File: src/rtl/shift_seq_pkg.sv
// Shared mode codes and controller state encoding for the shift sequencer.
// Latency: n/a (declarations only).
// Backpressure: n/a.
package shift_seq_pkg;

    // Single-step shift mode codes
    localparam logic [2:0] SHL0 = 3'b000;  // shift left, fill 0
    localparam logic [2:0] SHL1 = 3'b001;  // shift left, fill 1
    localparam logic [2:0] SHR0 = 3'b010;  // shift right, fill 0
    localparam logic [2:0] SHR1 = 3'b011;  // shift right, fill 1
    localparam logic [2:0] ASL  = 3'b100;  // arithmetic left
    localparam logic [2:0] ASR  = 3'b101;  // arithmetic right
    localparam logic [2:0] ROL  = 3'b110;  // rotate left
    localparam logic [2:0] ROR  = 3'b111;  // rotate right

    // Controller states
    typedef enum logic [1:0] {
        ST_IDLE  = 2'b00,
        ST_SHIFT = 2'b01,
        ST_DONE  = 2'b10
    } state_e;

endpackage : shift_seq_pkg

File: src/rtl/shift_step_unit.sv
// One-bit shift of a 4-bit operand under a 3-bit mode.
// Latency: purely combinational.
// Backpressure: none; output follows inputs.
module shift_step_unit
    import shift_seq_pkg::*;
(
    input  logic [3:0] a_i,
    input  logic [2:0] mode_i,
    output logic [3:0] y_o
);

    // Select the one-step result for the requested mode
    always_comb begin
        y_o = 4'b0000;
        case (mode_i)
            SHL0:    y_o = {a_i[2:0], 1'b0};
            SHL1:    y_o = {a_i[2:0], 1'b1};
            SHR0:    y_o = {1'b0, a_i[3:1]};
            SHR1:    y_o = {1'b1, a_i[3:1]};
            ASL:     y_o = {a_i[2:0], 1'b0};
            ASR:     y_o = {a_i[3], a_i[3:1]};
            ROL:     y_o = {a_i[2:0], a_i[3]};
            ROR:     y_o = {a_i[0], a_i[3:1]};
            default: y_o = 4'b0000;
        endcase
    end

endmodule : shift_step_unit

File: src/rtl/shift_sequencer.sv
// Runs a whole N-step shift operation as one-bit shifts, one per clock.
// Latency: Steps clocks of SHIFT after acceptance, then one DONE cycle.
// Backpressure: Start is only taken in IDLE/DONE; ignored while Busy.
module shift_sequencer
    import shift_seq_pkg::*;
#(
    parameter int CNT_W = 3
) (
    input  logic             clk,
    input  logic             rst,
    input  logic             Start,
    input  logic [3:0]       Din,
    input  logic [2:0]       Mode,
    input  logic [CNT_W-1:0] Steps,
    input  logic             Abort,
    output logic [3:0]       R,
    output logic             Busy,
    output logic             Done,
    output logic [CNT_W-1:0] StepsLeft
);

    state_e           state_q, state_d;
    logic [3:0]       r_q, r_d;
    logic [2:0]       mode_q, mode_d;
    logic [CNT_W-1:0] cnt_q, cnt_d;
    logic [3:0]       step_res;

    shift_step_unit u_step (
        .a_i    (r_q),
        .mode_i (mode_q),
        .y_o    (step_res)
    );

    // State, result, mode and counter registers with synchronous reset
    always_ff @(posedge clk) begin
        if (rst) begin
            state_q <= ST_IDLE;
            r_q     <= 4'b0000;
            mode_q  <= SHL0;
            cnt_q   <= '0;
        end else begin
            state_q <= state_d;
            r_q     <= r_d;
            mode_q  <= mode_d;
            cnt_q   <= cnt_d;
        end
    end

    // Next-state logic: accept in IDLE/DONE, step in SHIFT, abort back to IDLE
    always_comb begin
        state_d = state_q;
        r_d     = r_q;
        mode_d  = mode_q;
        cnt_d   = cnt_q;
        case (state_q)
            ST_IDLE, ST_DONE: begin
                if (Start) begin
                    r_d     = Din;
                    mode_d  = Mode;
                    cnt_d   = Steps;
                    state_d = (Steps != '0) ? ST_SHIFT : ST_DONE;
                end else begin
                    state_d = ST_IDLE;
                end
            end
            ST_SHIFT: begin
                if (Abort) begin
                    // Partial result and count are left visible
                    state_d = ST_IDLE;
                end else begin
                    r_d   = step_res;
                    cnt_d = cnt_q - CNT_W'(1);
                    if (cnt_q == CNT_W'(1)) begin
                        state_d = ST_DONE;
                    end
                end
            end
            default: state_d = ST_IDLE;
        endcase
    end

    assign R         = r_q;
    assign StepsLeft = cnt_q;
    assign Busy      = (state_q == ST_SHIFT);
    assign Done      = (state_q == ST_DONE);

endmodule : shift_sequencer

File: config.mk
export PLATFORM = sky130hd
export DESIGN_NAME = shift_sequencer
export DESIGN_NICKNAME = d
export VERILOG_FILES = /design/src/rtl/shift_seq_pkg.sv /design/src/rtl/shift_step_unit.sv /design/src/rtl/shift_sequencer.sv
export SDC_FILE = /design/constraint.sdc
export NUM_CORES = 1
export LEC_CHECK = 0
export BUFFER_PORTS_ARGS = -buffer_cell sky130_fd_sc_hd__buf_2
export CORE_UTILIZATION = 53
export CTS_CLUSTER_SIZE = 10
export DETAILED_ROUTE_END_ITERATION = 7
export PLACE_DENSITY = 0.81
export REMOVE_ABC_BUFFERS = 1
export SKIP_CTS_REPAIR_TIMING = 1
export SLEW_MARGIN = 20
export SYNTH_ARGS = -nofsm -noshare
export SYNTH_HDL_FRONTEND = slang
export SYNTH_SLANG_ARGS = --single-unit
File: constraint.sdc
create_clock -name clk -period 2.85 [get_ports clk]
set_input_delay 0.1425 -clock clk [delete_from_list [all_inputs] [get_ports clk]]
set_output_delay 0.1425 -clock clk [all_outputs]
set_load 0.01 [all_outputs]
==> impl_results.md, run 1 <==
- Post-route minimum period: 1.718 ns
- Worst hold path type: input port to flip-flop
- Largest cells by area after synthesis: dfxtp_1 32%, mux2i_1 9.2%, nor2_1 5.0%
- Syn avg cell area: 9.247 µm²
- CP Data Required Time: 3.04 ns
- Global route total overflow: 0
- ANT cells: 0
- Number of library cell types mapped by synthesis: 35
- Die height: 39.83 µm
- Antenna-violating nets left: 0
- Wirelength, routed: approximately 1600 µm
- Status: finished, final reports clean
- Critical path depth in cells: 4
- Worst-Margin Slew: roughly 0.82 ns
- DP Wirelength: 1230 µm
- Non-Filler Instances: around 120
- Async S/R FF share, synth: 0%
- PortBufs: 22
- Crit-path max cell delay: 0.66 ns
- Iter 0 DRT Violations: 25
- Max transition margin: 45.34%
- Max Clock Freq: 0.5821 GHz
- Global-route usage over all layers: a little over a quarter
- Worst vdd ir: between 0.2 and 0.3 mV
- Pins Over Slew Limit: 0
- WHS Path Cells: 3
- Reg2reg start: state_q[0]
- Beginning of the critical path: state_q[0]
- Clock Skew: 0.0003434 ns
- Via density: 5.838
- Starting Density: between 50% and 60%
- Synth Flop Type: dfxtp_1
- Yosys reg bits: 12
- Vias in the first global route: 567
- Post-route DRC violation count: 0
- CP top delay family: simple AND/OR/NAND/NOR gates
- H-tree depth: 1
- Setup violations, final: 0
- Share of the synthesized area in the top cell type: 31.68%
- Largest net degree at the start of global routing: 13
- Critical path arrival: approximately 1.9 ns
- Nets@finish: 119
- Biggest area consumer among synthesized cells: dfxtp_1
- Share of cells above drive strength 1: 35.29%
- CTS tree: yes
- Netlist Area Pre-Place: ~760 µm²
- Count leader, synth: dfxtp_1
- Synth top cells by count: 12 x dfxtp_1, 10 x nor2_1, 7 x mux2i_1
- Cells after Synth: 82
- Global-route wire length before repair: around 2600 µm
- Post-synth EDFFs: 0
- Ys Warns: 0
- Die width: 39.83 µm
- PwrDens: a little over 500 nW/µm²
- Area grow syn2layout: 16.01%
- Clk buf depth: 2
- Critical path class: flip-flop to flip-flop
- Final Hold Fails: 0
- Core area: around 1300 µm²
- Clock buffer count from CTS: 3
- Buffer and inverter count on the worst path: 0
- R2R cell count: 4
- Register area share after synthesis: about a third
- RSZ-0062 raised after global routing: false
- Min-Delay Startpoint: Mode[1]
- Initial antenna violation count: 0
- Placed insts: roughly 110
- Boundary Pins: 23
- CP Max Fanout: 9
- Critical-path top delay cell: nor2b_1
- DR vias: 683
- Setup crit start kind: flip-flop
- Routed wire per std cell: 13.95 µm
- Die ar.: ~1600 µm²
- GPL Wtd Cong: around 0.84
- Leakage: 0.3738 nW
- Design Power: 0.4474 mW
- Drt first pass iters: 4
- Cell Chain, Critical Path: nor2b_1 > or2_4 > o21ai_2 > a221oi_2
- Root Buffer: clkbuf_4
- FP Rows: 13
- Worst-skew pair later-pin latency: 0.27 ns
- Max_cap viols: 0
- Sink Count: 12
- Clock slew at reported path FFs: 0.08 ns
- Setup TNS: 0 ns
- Period Utilization, post-route: 60.28%
- Critical path capture point type: flip-flop
==> final timing paths <==
path	slack, ns	to
hold / removal	0.11	mode_q[1]
hold reg to reg	0.52	R[3]
setup / recovery	1.13	StepsLeft[0]
setup reg to reg	1.13	StepsLeft[0]
==> placed cells by master, fill, tap and decap left out, drive strengths merged <==
| cell type | n |
|---|---|
| a211o | 2 |
| a221o | 1 |
| or3 | 2 |
| nor4bb | 1 |
| o21ai | 2 |
| nand3 | 1 |
| buf | 22 |
| or2 | 1 |
| mux2i | 8 |
| dfxtp | 12 |
| o22ai | 1 |
| a2bb2oi | 1 |
| a211oi | 3 |
| ha | 2 |
| nand3b | 1 |
| nor3 | 4 |
| nor3b | 2 |
| a21oi | 6 |
| a221oi | 1 |
| nor2 | 11 |
| o2111ai | 2 |
| nand2b | 2 |
| clkbuf | 4 |
| inv | 3 |
| nand2 | 3 |
| nor2b | 3 |
| a2111oi | 1 |
==> final cells by class <==
type | count | area, µm²
clock buffers | 4 | 36.28
multi-input cells | 61 | 462.9
fillers | 126 | 437.9
inverters | 3 | 11.26
repair buffers | 22 | 110.1
flip-flops and latches | 12 | 240.2
well taps | 15 | 18.77
==> power by group <==
group	internal, mW	total [mW]	switching [mW]
combinational	0.0517	0.109	0.0573
clock	0.0777	0.137	0.0598
sequential	0.182	0.201	0.0191
==> layer usage <==
metal	track usage, %	up-vias	wire length, µm
met5	0	-	0
met4	12.93	0	12
met3	8.523	2	89
met2	34.84	24	746
met1	37.11	319	783
li1	-	338	-
==> state kept, by name, summed over array words and instances (netlist names) <==
name       count
R              4
StepsLeft      3
mode_q         3
state_q        2
==> tightest hold or removal path, cell delays in order <==
cell	delay (ns)
buf_2	0.08
mux2i_1	0.06
nor2_1	0.07
==> logic make-up (layout without fill, tap and decap cells) <==
| logic type | Yosys count | count (layout) | synth area share, % |
|---|---|---|---|
| and+or+nand+nor | 31 | 31 | 23.93 |
| AOI/OAI and AO/OA | 20 | 20 | 21.62 |
| DFF | 12 | 12 | 31.68 |
| buffers and inverters | 9 | 29 | 7.260 |
| muxes | 8 | 8 | 12.21 |
| adders and majority gates | 2 | 2 | 3.300 |
==> through the flow <==
stage	instance area, µm²	hold slack [ns]	worst slack, ns	util, %
after floorplan	714.4	0.2049	1.360	-
after global placement	843.3	0.3913	1.235	64.01
after detailed placement	843.3	0.4001	1.145	64.01
after CTS	879.6	0.1125	1.138	66.76
after global routing	879.6	0.1254	1.014	66.76
final	879.6	0.1103	1.132	66.76
Power figures use the tool's default switching activity.
==> run 2, diff against run 1 <==
--- a/config.mk
+++ b/config.mk
@@ -5,11 +5,12 @@
 export SDC_FILE = /design/constraint.sdc
 export NUM_CORES = 1
 export LEC_CHECK = 0
+export ABC_AREA = 1
 export BUFFER_PORTS_ARGS = -buffer_cell sky130_fd_sc_hd__buf_2
-export CORE_UTILIZATION = 53
+export CORE_UTILIZATION = 43
 export CTS_CLUSTER_SIZE = 10
 export DETAILED_ROUTE_END_ITERATION = 7
-export PLACE_DENSITY = 0.81
+export PLACE_DENSITY = 0.71
 export REMOVE_ABC_BUFFERS = 1
 export SKIP_CTS_REPAIR_TIMING = 1
 export SLEW_MARGIN = 20
==> constraint.sdc (replaced) <==
create_clock -name clk -period 1.45 [get_ports clk]
set_input_delay 0.0725 -clock clk [delete_from_list [all_inputs] [get_ports clk]]
set_output_delay 0.0725 -clock clk [all_outputs]
set_load 0.01 [all_outputs]
==> impl_results.md, run 2 <==
- Die height: 43.01 µm
- Setup crit start kind: flip-flop
- Final Hold Fails: 0
- Worst vdd ir: between 0.6 and 0.7 mV
- Ys Warns: 0
- Die ar.: 1850 µm²
- Number of flip-flops in the largest register: 4
- Setup slack after layout: ~0.21 ns
- H-tree depth: 1
- Register area share after synthesis: between 30% and 40%
- Via density: roughly 4.8
- Drt first pass iters: 4
- Period Utilization, post-route: 85.47%
- ANT cells: 0
- Vias in the first global route: 652
- R2r endpoint: R[0]
- R2r setup slk: 0.21 ns
- Critical path arrival: between 1 and 1.5 ns
- Status: finished, final reports clean
- Clk buf depth: 2
- Post-synth EDFFs: 0
- Reg2reg start: state_q[0]
- GPL Wtd Cong: 0.8383
- Clock Skew: 0.002569 ns
- Global-route usage over all layers: 19.02%
- Count leader, synth: nand2_1
- CTS tree: yes
- Yosys reg bits: 12
- Async S/R FF share, synth: 0%
- Critical path capture point type: flip-flop
- PwrDens: 991.0 nW/µm²
- Core area: 1541 µm²
- PortBufs: 22
- Post-route minimum period: 1.239 ns
- Dpl ws: 0.2235 ns
- Starting Density: roughly 47%
- Worst-skew pair later-pin latency: 0.27 ns
- Min-Delay Startpoint: Mode[2]
- DP Wirelength: 1194 µm
- Routed wire per std cell: between 10 and 15 µm
- Wirelength, routed: 1522 µm
- Global route total overflow: 0
- Root Buffer: clkbuf_4
- WHS Path Cells: 3
- Commonest cells after routing, fill and taps aside: 22 x buf_2, 21 x nand2_1, 17 x inv_1
- Design Power: 0.8804 mW
- Syn avg cell area: between 6 and 7 µm²
- DR vias: 717
- Netlist Area Pre-Place: 723.2 µm²
- Max Clock Freq: 0.8069 GHz
- Number of library cell types mapped by synthesis: 21
- Global-route wire length before repair: between 2000 and 3000 µm
- Largest cells by area after synthesis: dfxtp_1 33%, nand2_1 11%, inv_1 8.8%
- Iter 0 DRT Violations: 13
- Largest net degree at the start of global routing: 12
- Clock buffer count from CTS: 3
- Boundary Pins: 23
- Share of cells above drive strength 1: 24.63%
- Nets@finish: 151
- RSZ-0062 raised after global routing: false
- Initial antenna violation count: 0
- Share of the synthesized area in the top cell type: approximately 33%
- FP Rows: 14
- Max transition margin: roughly four fifths
- R2R cell count: 7
- Worst hold path type: input port to flip-flop
- Worst-Margin Slew: 0.2864 ns
- Post-route DRC violation count: 0
- Cells after Synth: between 100 and 150
- Synth top cells by count: 21 x nand2_1, 17 x inv_1, 13 x nor2_1
- Critical path class: flip-flop to flip-flop
- Sink Count: 12
- CP Data Required Time: 1.62 ns
- Area grow syn2layout: 22.84%
- Antenna-violating nets left: 0
- Most common cell after layout, fill and taps aside: buf_2
- Hold path endpoint: mode_q[2]
- Setup TNS: 0 ns
- Clock slew at reported path FFs: 0.08 ns
- Setup violations, final: 0
- Leakage: ~0.46 nW
- Die width: ~43 µm
- Synth Flop Type: dfxtp_1
- Max_cap viols: 0
- Pins Over Slew Limit: 0
- CP Max Fanout: 11
- Biggest area consumer among synthesized cells: dfxtp_1
-- run 2: changes by cell type after synthesis, moves of 4 or more --
cell and change:
inv_1 +15, o21ai_0 +4, nand3_1 +7, a21oi_1 +6, o21ai_1 +5, mux2i_1 -7
nand2_1 +18
-- run 2: worst max-delay path by stage --
stage / end / slack [ns] / from
3_3_place_gp: R[0] / 0.24 / state_q[0]
4_1_cts: R[0] / 0.21 / state_q[0]
6_report: R[0] / 0.21 / state_q[0]
5_1_grt: R[3] / 0.08 / state_q[0]
2_1_floorplan: R[3] / 0.31 / state_q[0]
3_5_place_dp: R[0] / 0.22 / state_q[0]
-- run 2: power by group --
group / internal, mW / switching (mW)
clock: 0.153 / 0.114
sequential: 0.361 / 0.0303
combinational: 0.0929 / 0.130
-- run 2: kinds of logic after synthesis --
kind of cell	after synthesis	share of synthesized area (%)
adder cells (fa/ha/maj)	2	3.460
AND/OR/NAND/NOR	52	35.81
AO/OA/AOI/OAI	21	14.88
flip-flops	12	33.22
XOR/XNOR	1	1.211
buffers and inverters	20	11.42
-- run 2: area by class of cell --
type | instances | area (µm²)
tap | 16 | 20.02
fill | 147 | 653.1
multi-input combinational | 76 | 400.4
inverter | 19 | 71.32
clock buffer | 4 | 36.28
timing repair buffer | 23 | 120.1
sequential | 12 | 240.2
-- run 2: worst max-delay path, stage by stage (launching register included) --
cell	delay [ns]
dfxtp_1	0.36
inv_2	0.07
nor2_4	0.24
nand2_4	0.12
nand2_8	0.11
inv_2	0.07
nor2_1	0.10
a21oi_1	0.07
-- run 2: metrics by stage --
step	hold slack, ns	cell area (µm²)	std cells	util [%]
2_1_floorplan	0.1416	711.9	107	-
3_3_place_gp	0.2682	842.1	145	54.63
3_5_place_dp	0.2672	842.1	145	54.63
4_1_cts	-0.02964	878.3	149	56.98
5_1_grt	0.1040	888.4	150	57.63
6_report	0.08212	888.4	150	57.63
-- run 2: metal layers --
metal	up-vias	GRT usage [%]	wire length (µm)
met5	-	0	0
met4	0	7.273	10
met3	2	6.383	79
met2	19	28.48	653
met1	304	25.20	778
li1	392	-	-
